<file path="src/rtl/fifo_frame_arbiter.sv">
// Write-side frame scheduler for the shared audio async FIFO.
// Two sample sources are round-robin arbitrated onto one FIFO write port.
// A grant covers a whole frame, so frames never interleave or split. A grant
// is only issued once the FIFO is known to have room for the entire frame.
module fifo_frame_arbiter #(
    parameter int DATA_WIDTH       = 16,
    parameter int FIFO_DEPTH_WIDTH = 11,
    parameter int FRAME_LEN        = 256,
    parameter int CNT_W            = 16
) (
    input  logic                        clk_write,
    input  logic                        rst_n,
    input  logic                        en,
    input  logic [1:0]                  src_valid,
    input  logic [DATA_WIDTH-1:0]       src_data0,
    input  logic [DATA_WIDTH-1:0]       src_data1,
    output logic [1:0]                  src_ready,
    input  logic                        fifo_full,
    input  logic [FIFO_DEPTH_WIDTH-1:0] fifo_count_w,
    output logic                        fifo_write,
    output logic [DATA_WIDTH:0]         fifo_data,
    output logic                        busy,
    output logic                        grant_ch,
    output logic                        frame_done,
    output logic [CNT_W-1:0]            frames_ch0,
    output logic [CNT_W-1:0]            frames_ch1
);
    localparam int FW = FIFO_DEPTH_WIDTH;

    typedef enum logic [1:0] {IDLE, XFER, SETTLE} state_t;

    state_t        state;
    logic          rr_ptr;
    logic [FW-1:0] beat_cnt;   // FRAME_LEN <= 2**FW-1, so FW bits always suffice
    logic          settle_cnt;
    logic [FW:0]   free;
    logic          space_ok;
    logic          next_g;
    logic          beat;
    logic          last_beat;

    // The count wraps to 0 at full, so full forces free space to zero.
    assign free     = fifo_full ? '0 : (((FW+1)'(1)) << FW) - {1'b0, fifo_count_w};
    assign space_ok = !fifo_full && (free >= (FW+1)'(FRAME_LEN));

    // Both pending: round-robin pointer decides; otherwise the lone requester.
    assign next_g = (&src_valid) ? rr_ptr : src_valid[1];

    assign busy = (state != IDLE);

    assign beat      = (state == XFER) && !fifo_full &&
                       (grant_ch ? src_valid[1] : src_valid[0]);
    assign last_beat = beat && (beat_cnt == FW'(FRAME_LEN - 1));

    assign fifo_write = beat;
    assign fifo_data  = beat ? {grant_ch, (grant_ch ? src_data1 : src_data0)} : '0;

    // Ready only toward the granted source, and only while the FIFO accepts.
    always_comb begin
        src_ready = 2'b00;
        if (state == XFER && !fifo_full)
            src_ready[grant_ch] = 1'b1;
    end

    // Frame FSM: grant, count beats, then settle while fifo_count_w catches up.
    always_ff @(posedge clk_write or negedge rst_n) begin
        if (!rst_n) begin
            state      <= IDLE;
            rr_ptr     <= 1'b0;
            beat_cnt   <= '0;
            settle_cnt <= 1'b0;
            grant_ch   <= 1'b0;
            frame_done <= 1'b0;
            frames_ch0 <= '0;
            frames_ch1 <= '0;
        end else begin
            frame_done <= 1'b0;
            case (state)
                IDLE: begin
                    if (en && space_ok && (|src_valid)) begin
                        grant_ch <= next_g;
                        beat_cnt <= '0;
                        state    <= XFER;
                    end
                end
                XFER: begin
                    if (last_beat) begin
                        frame_done <= 1'b1;
                        rr_ptr     <= ~grant_ch;
                        settle_cnt <= 1'b0;
                        state      <= SETTLE;
                        if (grant_ch) frames_ch1 <= frames_ch1 + 1'b1;
                        else          frames_ch0 <= frames_ch0 + 1'b1;
                    end else if (beat) begin
                        beat_cnt <= beat_cnt + 1'b1;
                    end
                end
                SETTLE: begin
                    settle_cnt <= 1'b1;
                    if (settle_cnt) state <= IDLE;
                end
                default: state <= IDLE;
            endcase
        end
    end
endmodule

</file>
<file path="config.mk">
export PLATFORM = sky130hd
export DESIGN_NAME = fifo_frame_arbiter
export DESIGN_NICKNAME = d
export VERILOG_FILES = /design/src/rtl/fifo_frame_arbiter.sv
export SDC_FILE = /design/constraint.sdc
export NUM_CORES = 1
export LEC_CHECK = 0
export CAP_MARGIN = 20
export CELL_PAD_IN_SITES_DETAIL_PLACEMENT = 0
export CELL_PAD_IN_SITES_GLOBAL_PLACEMENT = 1
export CORE_UTILIZATION = 33
export DETAILED_ROUTE_END_ITERATION = 6
export GPL_ROUTABILITY_DRIVEN = 0
export PLACE_DENSITY_LB_ADDON = 0.1
export SETUP_SLACK_MARGIN = 0.4
export SYNTH_ARGS = -nofsm -noshare
export SYNTH_HDL_FRONTEND = slang
export SYNTH_SLANG_ARGS = --single-unit
</file>
<file path="constraint.sdc">
create_clock -name clk_write -period 3.4 [get_ports clk_write]
set_clock_uncertainty 0.2 [all_clocks]
set_input_delay 0.51 -clock clk_write [delete_from_list [all_inputs] [get_ports clk_write]]
set_output_delay 0.51 -clock clk_write [all_outputs]
set_load 0.02 [all_outputs]
</file>
**Word level (Yosys, flattened, before mapping)**

Cells that the tools add are included.
W data, S select, Z words.

- Logic and storage cells: 65
- Bits in registers: 49

- $lt $le $gt $ge: 3
- Add/subtract/negate cells: 4
- Bitwise logic cells: 1
- Reductions and logical operators: 21
- Mux-type cells: 20
- Equal/unequal tests: 8

Operators with widths:

| operator | number |
|---|---|
| $mux W11 | 3 |
| $add A16 B1 Y16 const B | 2 |
| $pmux W11 S2 | 1 |
| $mux W17 | 1 |
| $mux W16 | 1 |
| $ge A12 B9 Y1 const B | 1 |
| $mux W12 | 1 |
| $sub A12 B11 Y12 const A | 1 |
| $add A11 B1 Y11 const B | 1 |
| $eq A11 B8 Y1 const B | 1 |
| $ne A2 B2 Y1 const B | 5 |
| $reduce_and A3 Y1 | 3 |
| $mux W2 | 4 |
| $reduce_and A2 Y1 | 4 |
| $logic_and A1 B1 Y1 | 7 |
| $mux W1 | 6 |
| $pmux W2 S3 | 1 |
| $reduce_bool A2 Y1 | 3 |
| $reduce_and A4 Y1 | 1 |
| $eq A2 B1 Y1 const B | 1 |
| $eq A2 B2 Y1 const B | 1 |
| $logic_not A2 Y1 | 1 |
| $lt A1 B2 Y1 const B | 1 |
| $pmux W1 S2 | 1 |
| other kinds (5) | 5 |

**Longest topological paths before layout**

- Depth in word-level cells: 8
- Mapped depth: 7
- Mapped depth without buffers: 6

**Worst setup path after synthesis**

OpenSTA, ideal clock, no wires.

- Path kind: register -> output
- Start point: register grant_ch
- End point: output port fifo_data[10]
- Path slack: 0.600 ns
- Path buffers: 3
- Arrival time: 2.090 ns
- Cell stages (with the launch flop): 7
- Cell sequence: dfrtp_1 -> clkbuf_1 -> mux2i_1 -> nand2b_1 -> clkbuf_1 -> clkbuf_1 -> nor2_1

- Longest elaborated chain between the ends: 3

Ends and longest elaborated chain:

| item | line | text |
|---|---|---|
| start: declaration | 23 | `output logic grant_ch,` |
| start signal: assignment | 81 | `grant_ch <= next_g;` |
| $mux W1 | 52 | `(grant_ch ? src_valid[1] : src_valid[0]);` |
| $logic_and A1 B1 Y1 | 51 | `assign beat = (state == XFER) && !fifo_full &&` |
| $mux W17 * | 56 | `assign fifo_data = beat ? {grant_ch, (grant_ch ? src_data1 : src_data0)} : '0;` |
| end: declaration | 21 | `output logic [DATA_WIDTH:0] fifo_data,` |

Mark *: on every way between the ends. The rest lies on a longest branch, timed or not.

**Worst setup path after layout**

- Start point: input port fifo_full
- End point: output port src_ready[0]

- Longest elaborated chain between the ends: 3

Ends and longest elaborated chain:

| item | line | text |
|---|---|---|
| start: declaration | 18 | `input logic fifo_full,` |
| $logic_not A1 Y1 | 61 | `if (state == XFER && !fifo_full)` |
| $logic_and A1 B1 Y1 | 61 |  |
| $mux W2 | 61 |  |
| end: declaration | 17 | `output logic [1:0] src_ready,` |

Every way passes these cells.

==> run metrics <==
CP Cell Sequence clkdlybuf4s50_1, or3b_1, nor2_1, clkdlybuf4s50_1; RSZ-0062 raised after global routing yes; Worst EP arrival 2.23 ns; warnings from Yosys 0; detailed placement HPWL 5260 um; number of enable flip-flop cells after synthesis 0; slew margin rel. 48.4%; port buffer count 103; CTS Buf Count 5; final core occ 52.0%; final WL between 7000 and 8000 um; post-synthesis register bit count between 40 and 50; Vias/cell around 5.2; drt first-iter violations 117; I/O pins 104; layout cells sized above 1 under 10%; worst-skew pair later-pin latency around 0.3 ns; Worst Max-Slew Pin Slew between 0.7 and 0.8 ns; gate count after technology mapping 281; register area 0.00123 mm^2; Slew Limit Fails 0; status complete, no violations; crit path launch fifo_full; nets@finish 443; Die X 93.4 um; first-pass GRT wire length 12000 um; Max clock buf depth 2; WP buf/inv 2; FF-to-FF End frames_ch0[1]; Avg Cell Area, Syn 9.80 um^2; period utilization around 87%; pin count of the biggest net entering global routing 35; initial antenna violation count 0; FFs w/ async S/R, synth 100%; Crit path depth 4; Pleak 0.00198 uW; drt pass-1 iters 4; CTS Sinks 49; final hold violation count 0; Die Y 93.4 um; setup slack, reg-to-reg 0.84 ns; Final ANT Viol Nets 0; min cycle time layout ~2.9 ns; crit-path max cell delay around 0.64 ns; clock-pin slew on the worst setup and hold paths 0.09 ns; Synthesized Nets 334; Setup WS post-layout 0.457 ns; VDD IR-drop max 0.184 mV; Req. time, crit path 2.69 ns; hold buffer count at cts 0; gr usage total about 17%; initial core utilization 34.9%; Critical Path Sink src_ready[0]; total power between 1000 and 1500 uW; post-synth design cell area roughly 0.0028 mm^2; r2r startpoint state[1]; vias in the first global route 2574; via count 2570; PD cells 359 mW/mm^2; Die Area 0.00872 mm^2; CP top delay family buffers and inverters; CTS tree yes; clk root buf clkbuf_8; register area share after synthesis 44.5%; Final TNS setup 0 ns; FF-to-FF path depth 4; WS Path Type in2out; Max Cap Viol 0; FMAX 340 MHz; multi-input logic area roughly 0.0014 mm^2; Wirelength per Cell approximately 14 um; synth unique cells 42; grt total ovfl 0; Rows 32; Setup crit start kind input port; Fillers between 700 and 800; area delta synth->final 48.8%; slowest CP cell clkdlybuf4s50_1; Crit path top cell by count clkdlybuf4s50_1; H-tree depth 2; DRC 0; worst-path maximum fanout 7; critical path capture point type output pin; core region area 0.00789 mm^2; dominant synthesized flop cell dfrtp_1; Hold WC Path Type in2async; Final setup viols 0; Setup WS pre-CTS 0.367 ns; diode count 0
[state kept, by name (all words and copies together) (netlist names)]
signal	count
state	2
settle_cnt	1
frames_ch0	16
rr_ptr	1
beat_cnt	11
frames_ch1	16
frame_done	1
grant_ch	1
[kinds of logic after synthesis]
logic type      synth area share [%]
fa+ha+maj                       1.82
simple gates                    27.1
mux                             7.36
flops                           44.5
buf+inv                         3.27
xor+xnor                        9.54
compound gates                  6.40
[per-layer routing]
layer / vias up / part of all wire (%) / routed length [um] / GRT usage [%]
met3: 5 / 7.6 / 531 / 4.63
met2: 101 / 45 / 3170 / 28.4
li1: 1251 / - / - / -
met5: - / 0 / 0 / 0
met1: 1213 / 46 / 3240 / 22.1
met4: 0 / 1.1 / 77 / 5.38
[synth_stat cells (all sizes together) (2+ instances only)]
cell type | count | area share [%]
nand2b | 3 | 0.68
xnor2 | 15 | 4.8
or3 | 6 | 1.4
inv | 10 | 1.4
nor2 | 21 | 2.9
ha | 4 | 1.8
o211ai | 2 | 0.54
a21oi | 9 | 1.6
o31ai | 6 | 1.6
dfrtp | 49 | 45
nand4 | 12 | 2.7
mux2i | 18 | 6.5
clkbuf | 10 | 1.4
and3 | 7 | 1.6
o21ai | 6 | 1.1
nor3 | 13 | 2.5
buf | 3 | 0.50
nor3b | 3 | 0.82
and4 | 5 | 1.6
mux2 | 2 | 0.82
xor2 | 15 | 4.8
or4 | 4 | 1.1
nor4 | 15 | 4.3
nand3 | 20 | 3.6
nand2 | 10 | 1.4
[placed cells by master, fill, tap and decap left out, drive strengths merged, types with 12 or more instances in the layout]
cell type / instances
nor3: 13
nor2: 21
nand4: 12
nand3: 20
buf: 13
dlymetal6s2s: 13
mux2i: 18
xor2: 15
nor4: 15
dfrtp: 49
clkdlybuf4s50: 88
xnor2: 15
[stage by stage]
| step | instance area [um^2] | hold WS (ns) | instances |
|---|---|---|---|
| after floorplan | 2760 | 0.0144 | 281 |
| after global placement | 3950 | 0.252 | 485 |
| after detailed placement | 3950 | 0.256 | 485 |
| after CTS | 4060 | 0.112 | 493 |
| after global routing | 4100 | 0.155 | 493 |
| final | 4100 | 0.0771 | 493 |
[report_power, final]
group          internal [uW]  switching (uW)  leakage (uW)  total (uW)
Clock                    240             192     0.0000585         432
Combinational            191             192       0.00126         383
Sequential               613            42.4      0.000656         656
Total                   1040             426       0.00198        1470
[worst min path at each step]
stage	from	to	slack [ns]	depth (start not counted)
6_report	rst_n	frames_ch1[9]	0.08	1
5_1_grt	rst_n	frames_ch1[9]	0.15	1
4_1_cts	rst_n	frames_ch1[10]	0.11	1
3_5_place_dp	frames_ch0[15]	frames_ch0[15]	0.26	1
3_3_place_gp	settle_cnt	state[1]	0.25	1
2_1_floorplan	rst_n	beat_cnt[0]	0.01	0
[what timing repair did]
| action | CTS | global route |
|---|---|---|
| setup buffers | 0 | 0 |
| endpoints found under the hold margin | 0 | 0 |
| resized for setup | 1 | 14 |
| endpoints found under the setup margin | 1 | 16 |
[final cells by class]
cell class	instances	area share, %
tap	102	3.11
clock buffer	7	2.11
multi-input combinational	209	35.2
inverter	10	0.916
timing repair buffer	115	28.0
sequential	49	29.9
clock inverter	1	0.733
Power figures use the tool's default switching activity.
